<file path="src/rtl/cpu_pkg.sv">
// cpu_pkg: shared definitions for the 8-bit accumulator CPU.
//   DEF_AW / DEF_DW : default address and data widths
//   opcode_t        : 3-bit opcode type held in ir[7:5]
//   OP_*            : opcode encodings
package cpu_pkg;

   localparam int DEF_AW = 5;
   localparam int DEF_DW = 8;

   typedef logic [2:0] opcode_t;

   localparam opcode_t OP_HLT = 3'd0;
   localparam opcode_t OP_SKZ = 3'd1;
   localparam opcode_t OP_ADD = 3'd2;
   localparam opcode_t OP_AND = 3'd3;
   localparam opcode_t OP_XOR = 3'd4;
   localparam opcode_t OP_LDA = 3'd5;
   localparam opcode_t OP_STO = 3'd6;
   localparam opcode_t OP_JMP = 3'd7;

endpackage

</file>
<file path="src/rtl/cpu_alu.sv">
// cpu_alu: combinational ALU of the accumulator CPU.
//   opcode : current instruction opcode (ir[7:5])
//   ac     : accumulator value
//   b      : memory read data operand
//   result : value that AC takes when ld_ac is asserted
module cpu_alu
   import cpu_pkg::*;
#(
   parameter int DW = DEF_DW
) (
   input  logic [2:0]    opcode,
   input  logic [DW-1:0] ac,
   input  logic [DW-1:0] b,
   output logic [DW-1:0] result
);

   always_comb begin
      result = ac;
      case (opcode)
         OP_ADD:  result = ac + b;   // carry out is discarded
         OP_AND:  result = ac & b;
         OP_XOR:  result = ac ^ b;
         OP_LDA:  result = b;
         default: result = ac;       // HLT/SKZ/STO/JMP leave AC untouched
      endcase
   end

endmodule

</file>
<file path="src/rtl/cpu_datapath.sv">
// cpu_datapath: PC, IR, AC and ALU of the 8-bit accumulator CPU.
//   clk, rst        : clock, asynchronous active-high reset
//   rd, wr, data_e  : memory strobes from control
//   ld_ir, ld_ac    : load IR from mem_rdata / AC from ALU result
//   ld_pc, inc_pc   : PC jump (priority) / PC increment
//   halt            : sets the sticky halted flag
//   sel             : address select (1 = PC, 0 = IR operand)
//   opcode, zero    : status back to control
//   mem_*           : memory address, strobes and write data
//   halted          : sticky halt status
//   proto_err       : sticky illegal-strobe-combination flag
//
// Strobe semantics: every strobe is a single-cycle command sampled at the
// rising edge; there is no back-pressure. The memory responds
// combinationally, so mem_rdata must be valid in the same cycle as rd and
// is consumed by ld_ir/ld_ac at the closing edge. mem_wdata is valid
// whenever mem_wdata_oe is high; a write commits when mem_wr is high at
// the edge.
module cpu_datapath
   import cpu_pkg::*;
#(
   parameter int AW = DEF_AW,
   parameter int DW = DEF_DW
) (
   input  logic          clk,
   input  logic          rst,
   input  logic          rd,
   input  logic          wr,
   input  logic          ld_ir,
   input  logic          ld_ac,
   input  logic          ld_pc,
   input  logic          inc_pc,
   input  logic          halt,
   input  logic          data_e,
   input  logic          sel,
   output logic [2:0]    opcode,
   output logic          zero,
   output logic [AW-1:0] mem_addr,
   output logic          mem_rd,
   output logic          mem_wr,
   output logic [DW-1:0] mem_wdata,
   output logic          mem_wdata_oe,
   input  logic [DW-1:0] mem_rdata,
   output logic          halted,
   output logic          proto_err
);

   logic [AW-1:0] pc;
   logic [DW-1:0] ir;
   logic [DW-1:0] ac;
   logic [DW-1:0] alu_out;
   logic          proto_viol;

   cpu_alu #(.DW(DW)) u_alu (
      .opcode (opcode),
      .ac     (ac),
      .b      (mem_rdata),
      .result (alu_out)
   );

   assign opcode       = ir[DW-1 -: 3];
   assign zero         = (ac == '0);
   assign mem_addr     = sel ? pc : ir[AW-1:0];
   assign mem_rd       = rd & ~halted;
   assign mem_wr       = wr & data_e & ~halted;
   assign mem_wdata    = ac;
   assign mem_wdata_oe = data_e;

   // Illegal combinations are flagged but the strobes still act normally.
   assign proto_viol = (ld_pc & inc_pc) | (wr & ~data_e) | (rd & wr);

   // Register file. The halted flag is the registered value, so loads
   // issued in the same cycle as halt still take effect.
   always_ff @(posedge clk or posedge rst) begin
      if (rst) begin
         pc <= '0;
         ir <= '0;
         ac <= '0;
      end else if (!halted) begin
         if (ld_ir)
            ir <= mem_rdata;
         if (ld_ac)
            ac <= alu_out;
         if (ld_pc)
            pc <= ir[AW-1:0];
         else if (inc_pc)
            pc <= pc + AW'(1);   // wraps naturally at 2**AW
      end
   end

   // Sticky status flags, cleared only by reset.
   always_ff @(posedge clk or posedge rst) begin
      if (rst) begin
         halted    <= 1'b0;
         proto_err <= 1'b0;
      end else begin
         if (halt)
            halted <= 1'b1;
         if (proto_viol)
            proto_err <= 1'b1;
      end
   end

endmodule

</file>
<file path="config.mk">
export PLATFORM = sky130hd
export DESIGN_NAME = cpu_datapath
export DESIGN_NICKNAME = d
export VERILOG_FILES = /design/src/rtl/cpu_pkg.sv /design/src/rtl/cpu_alu.sv /design/src/rtl/cpu_datapath.sv
export SDC_FILE = /design/constraint.sdc
export NUM_CORES = 1
export LEC_CHECK = 0
export CAP_MARGIN = 0
export CELL_PAD_IN_SITES_DETAIL_PLACEMENT = 1
export CELL_PAD_IN_SITES_GLOBAL_PLACEMENT = 1
export CORE_MARGIN = 3
export CORE_UTILIZATION = 50
export DETAILED_ROUTE_END_ITERATION = 8
export DONT_BUFFER_PORTS = 1
export PLACE_DENSITY_LB_ADDON = 0.1
export SYNTH_ARGS = -nofsm -noshare
export SYNTH_HDL_FRONTEND = slang
export SYNTH_SLANG_ARGS = --single-unit
</file>
<file path="constraint.sdc">
create_clock -name clk -period 4.8 [get_ports clk]
set_input_delay 0.72 -clock clk [delete_from_list [all_inputs] [get_ports clk]]
set_output_delay 0.72 -clock clk [all_outputs]
set_load 0.01 [all_outputs]
</file>
==> results.md, run 1 <==
* Worst skew pair latency at 320 ps
* Hold Violations, Final at 0
* Asr flop ratio synth at 100%
* Internal power at 0.324 mW
* Reg2reg end: mem_wdata[4]$_DFFE_PP0P_
* Worst R2R Start: mem_wdata[0]$_DFFE_PP0P_
* Final setup violation count at 0
* Height of the die at 63.4 um
* RSZ-0062 raised after global routing: false
* 1st-iter DRT viols at 37
* Vias per Instance at 6.35
* Post-Syn Area at 1650 um2
* Outcome: completed
* Power density cells at 307 nW/um2
* Grt total ovfl at 0
* # hold bufs at CTS at 0
* Post-synth EDFFs at 0
* Startpoint Class: flip-flop
* Critical path startpoint: mem_wdata[1]$_DFFE_PP0P_
* WP data arrival at 1640 ps
* Part of the Yosys area used for sequential elements at 35.0%
* Reg-to-reg slack, setup at 2620 ps
* Worst ir drop on vdd at 143 uV
* Static Leak at 0.688 nW
* TritonCTS buffer count at 3
* Crit Path Max Fanout at 5
* Post-Route WL at 3.92 mm
* Share of post-route cells with drive strength above 1 at 14.3%
* Sequential power share at 50.6%
* Die area at 4020 um2
* Global-route wire length before repair at 6.60 mm
* Largest net degree at the start of global routing at 24
* Register-to-Register Path Depth at 7
* Final period util at 49.2%
* Initial core utilization at 53.0%
* Fin. max-slew vios at 0
* Gate Count Post-Synth at 169
* Post-CTS sizing at 0
* Kind of critical path: reg2out
* Max-cap violations at 0
* Final min period at 2360 ps
* CTS clk-pin slew, worst paths at 130 ps
* Crit path max-delay cell type: or4_1
* Post-route DRC at 0
* CP required at 4080 ps
* Worst path cell trace: or4_1 > nor2_1
* Post-route ant nets at 0
* WL/cell at 19.1 um
* Setup TNS at 0 ps
* Top_reg_cell synth: dfrtp_1
* Die Wd at 63.4 um
* Gp weighted congestion at 0.844
* FP Rows at 20
* Slowest stage delay, CP at 590 ps
* Total GRT Usage at 20.8%
* Switch Pwr at 0.185 mW
* Ys Warns at 0
* # clock sinks at 23
* Mean Syn Cell Area at 9.74 um2
* Final hold slack at 467 ps
* Slew Limit Headroom at 40.0%
* Switching part of the total power at 36.4%
* Port Buffers at 0
* Vias in the first global route at 1,328
* Number of synthesized register bits at 23
* # nets final at 191
* Ports at 41
* H-tree lvl count at 1
* Max Fclk at 424 MHz
* HP Class: in2async
* CP endpoint kind: output pin
* Initial DRT Pass Iterations at 4
* Clk pwr share at 18.4%
* Clock Skews at 1.62 ps
* Diode count at 0
* CP top delay family: simple AND/OR/NAND/NOR gates
* CP Buf/Inv Count at 0
* Worst slew pin tran at 900 ps
* TritonCTS clock tree: built
* P&R area growth vs syn at 0.912%
* Via count at 1,302
* Core area at 3100 um2
* Syn_nets at 198
* CTS max path bufs at 2
* Combinational group share of total power at 31.0%
* Post-DP HPWL at 2.96 mm
* Filler instances at 375
* CTS root buffer: clkbuf_4
* Netlist cell types at 38
* Post-CTS setup buffers at 0
* Antenna violations before repair at 0
==> logic make-up after synthesis <==
group	after synthesis	share of synthesized area (%)
flops	23	35.0
simple gates	44	15.0
xor+xnor	4	2.13
mux	25	16.5
compound gates	48	18.6
buf+inv	15	4.79
fa+ha+maj	10	8.06
==> stage by stage <==
step / cells / instance area [um2] / utilization (%) / setup WS [ps] / total power, mW
global placement: 201 / 1630 / 52.6 / 2470 / 0.412
floorplan: 169 / 1650 / - / 2570 / 0.391
global route: 205 / 1660 / 53.5 / 2380 / 0.549
finish: 205 / 1660 / 53.5 / 2440 / 0.509
detailed placement: 201 / 1630 / 52.6 / 2440 / 0.420
CTS: 205 / 1660 / 53.5 / 2410 / 0.516
==> power groups by stage <==
stage	clock, mW	combinational, mW	sequential, mW
3_5_place_dp	0	0.158	0.262
2_1_floorplan	0	0.146	0.245
6_report	0.0940	0.158	0.258
5_1_grt	0.107	0.180	0.263
3_3_place_gp	0	0.152	0.260
4_1_cts	0.0987	0.159	0.258
==> Yosys cell counts (4+ instances only) <==
library cell  instances  share of area (%)
nand2_1               7                1.6
mux2i_1               8                4.9
mux2_2               17                 12
nand4_1               4                1.5
nor2_1                9                2.1
clkbuf_1              4               0.91
a21o_1                4                1.8
ha_1                  9                6.8
dfrtp_1              23                 35
nor2b_1               4                1.5
o21ai_0              13                4.0
nand3_1               4                1.2
a21oi_1              12                3.7
buf_4                 5                2.3
==> worst max path at each step <==
stage | cells after the start | endpoint
after detailed placement | 7 | mem_wdata[4]$_DFFE_PP0P_
after CTS | 2 | zero
after floorplan | 7 | mem_wdata[4]$_DFFE_PP0P_
after global placement | 7 | mem_wdata[4]$_DFFE_PP0P_
final | 2 | zero
after global routing | 2 | zero
==> layer usage <==
metal  share of wire (%)  vias to the layer above  global-route usage (%)
li1                    -                      611                       -
met1                  45                      657                    27.8
met2                  49                       30                    34.2
met3                 5.2                        4                    5.17
met4                0.48                        0                    4.04
met5                   0                        -                       0
==> cell usage in the layout (no fill, tap or decap), types with 2 or more instances in the layout <==
cell	instances
nand3b_1	2
a221oi_1	2
dfrtp_1	23
or3_1	2
a21o_1	4
mux2i_1	8
nand2b_1	3
ha_1	9
nor2b_1	4
inv_1	3
a21oi_1	12
nand2_1	7
o2bb2ai_1	3
o22ai_1	3
o21bai_1	3
nor2_1	9
nand4_1	4
mux2_2	17
clkbuf_4	3
or4_1	2
xnor2_1	3
nor3_1	3
a211oi_1	3
o21ai_0	13
nand3_1	4
==> area by class of cell <==
type | count | area [um2] | share of cell area [%]
Clock buffer | 3 | 22.5 | 1.36
Clock inverter | 1 | 5.00 | 0.301
Inverter | 3 | 11.3 | 0.678
Multi-Input combinational cell | 131 | 991 | 59.7
Sequential cell | 23 | 576 | 34.7
Tap cell | 44 | 55.1 | 3.32
==> flip-flops by register name (all words and copies together) (netlist names) <==
name	flops
proto_err	1
pc	5
mem_wdata	8
ir	8
halted	1
Note: power is estimated with default switching activity, not from simulation.
==> inputs of run 2 (changes only) <==
CORE_UTILIZATION = 47   (was 50)
clock period = 2.2 ns   (was 4.8 ns; I/O delays follow)
==> results.md, run 2 (synthesis results as in run 1) <==
* Post-route DRC at 0 (unchanged)
* Port Buffers at 0 (unchanged)
* Power density cells at 656 nW/um2 (+110%)
* Ports at 41 (unchanged)
* # nets final at 200 (+4.7%)
* Initial core utilization at 51.4% (-1.7 points)
* Antenna violations before repair at 0 (unchanged)
* P&R area growth vs syn at 5.48%
* CTS clk-pin slew, worst paths at 140 ps (about the same)
* Register-to-Register Path Depth at 7 (unchanged)
* CTS root buffer: clkbuf_4
* Vias per Instance at 6.34 (-0.16%)
* HP Class: in2reg
* FP Rows at 20 (unchanged)
* Hold Violations, Final at 0 (unchanged)
* Startpoint Class: flip-flop
* Crit Path Max Fanout at 4 (-1)
* Max-cap violations at 0 (unchanged)
* Height of the die at 65.2 um (+2.8%)
* TritonCTS clock tree: built
* Global-route wire length before repair at 7.02 mm (+6.4%)
* Met3 usage at 4.62% (-0.55 points)
* Outcome: completed
* Core area at 3200 um2 (+3.2%)
* Slew Limit Headroom at 70.9% (+31 points)
* Slowest stage delay, CP at 450 ps (-140 ps)
* Post-Route WL at 4.26 mm (+8.6%)
* Final min period at 2090 ps
* Worst R2R Start: mem_wdata[0]$_DFFE_PP0P_
* Cell count after placement at 209 (+4.0%)
* Place WS at 113 ps (-2330 ps)
* Post-route ant nets at 0 (unchanged)
* Worst setup margin at 109 ps (-2330 ps)
* Max Fclk at 478 MHz
* Met2 GRT Util at 34.8% (+0.61 points)
* Met1 Track Usage GR at 29.0% (+1.2 points)
* WL/cell at 19.9 um (+4.0%)
* CP endpoint kind: flip-flop
* Commonest non-fill, non-tap cell in the layout: dfrtp_1
* Crit path max-delay cell type: fa_1
* Reg2reg end: mem_wdata[4]$_DFFE_PP0P_
* Clock Skews at 15.5 ps (+13.9 ps)
* CP dominant cell by count: a21oi_1
* Kind of critical path: reg2reg
* H-tree lvl count at 1 (unchanged)
* Post-DP HPWL at 3.32 mm (+12%)
* Final setup violation count at 0 (unchanged)
* Largest net degree at the start of global routing at 24 (unchanged)
* Final period util at 95.1%
* Post-CTS setup buffers at 0 (unchanged)
* Worst slew pin tran at 434 ps (-465 ps)
* # clock sinks at 23 (unchanged)
* Diode count at 0 (unchanged)
* CP required at 2420 ps (-1660 ps)
* Total GRT Usage at 21.1% (+0.35 points)
* CTS max path bufs at 2 (unchanged)
* Initial DRT Pass Iterations at 4 (unchanged)
* Critical path startpoint: mem_wdata[0]$_DFFE_PP0P_
* Share of post-route cells with drive strength above 1 at 18.8% (+4.5 points)
* Vias in the first global route at 1,383 (+4.1%)
* WP data arrival at 2310 ps (+670 ps)
* Die area at 4250 um2 (+5.8%)
* Gp weighted congestion at 0.795 (-5.7%)
* Final std cells w/o fill at 214 (+4.4%)
* Grt total ovfl at 0 (unchanged)
* Most frequent cells in the layout: dfrtp_1 (23), mux2_2 (17), o21ai_0 (13)
* Die Wd at 65.2 um (+2.8%)
* Worst path cell trace: ha_1 > fa_1 > a21o_1 > a21oi_1 > xnor2_1 > a221oi_1 > a21oi_1
* Fin. max-slew vios at 0 (unchanged)
* Static Leak at 0.733 nW (+6.5%)
* Setup TNS at 0 ps (unchanged)
* 1st-iter DRT viols at 46 (+24%)
* Busiest grt layer: met2
* Crit path capture: mem_wdata[4]$_DFFE_PP0P_
* Reg-to-reg slack, setup at 110 ps (-2510 ps)
* RSZ-0062 raised after global routing: false
* TritonCTS buffer count at 3 (unchanged)
* Via count at 1,357 (+4.2%)
* Worst skew pair latency at 320 ps (about the same)
* Worst ir drop on vdd at 369 uV (+160%)
## run 2: cell types whose count changed in the layout (fill, tap and decap cells not counted), sizes merged
cell / delta
buf: +8
dlygate4sd3: +1
## run 2: worst max-delay path: cells and delay by family (launching register included)
family	cells	cell delay, ps
compound gates	4	790
xor+xnor	1	90
fa+ha+maj	2	730
flops	1	400
## run 2: cell type report
cell class	count	area, um2
Fill cell	398	1470
Multi-Input combinational cell	131	996
Sequential cell	23	576
Timing Repair Buffer	9	70.1
Tap cell	44	55.1
Clock buffer	3	22.5
Inverter	3	11.3
Clock inverter	1	5.00
## run 2: how the worst min path moves through the flow
stage          start                        to  slack [ps]  cells past startpoint
3_5_place_dp     rst  mem_wdata[2]$_DFFE_PP0P_         290                      2
5_1_grt         halt        halted$_DFFE_PP0P_         130                      1
4_1_cts         halt        halted$_DFFE_PP0P_         140                      1
2_1_floorplan    rst        halted$_DFFE_PP0P_         330                      1
3_3_place_gp     rst  mem_wdata[2]$_DFFE_PP0P_         280                      2
6_report        halt        halted$_DFFE_PP0P_         140                      1
## run 2: metal layers
| metal | part of all wire, % | up-vias | wire length, um |
|---|---|---|---|
| met4 | 0.68 | 0 | 29 |
| li1 | - | 633 | - |
| met2 | 48 | 36 | 2050 |
| met1 | 46 | 684 | 1950 |
| met5 | 0 | - | 0 |
| met3 | 5.6 | 4 | 237 |
## run 2: where the power goes
part	switching [mW]	internal (mW)
clock network	0.135	0.0679
logic	0.202	0.182
registers	0.0808	0.471
total	0.418	0.721
## run 2: stage by stage
stage	hold slack (ps)	cell area [um2]	total power, mW	util [%]
final	145	1740	1.14	54.2
after global routing	127	1740	1.22	54.2
after detailed placement	289	1690	0.939	52.9
after global placement	282	1690	0.914	52.9
after floorplan	332	1650	0.854	-
after CTS	140	1730	1.15	54.0
## run 2: timing repair
item,CTS,global route
endpoints found under the hold margin,23,0
resized for setup,0,1
hold buffers,1,0
setup endpoints to repair,0,1
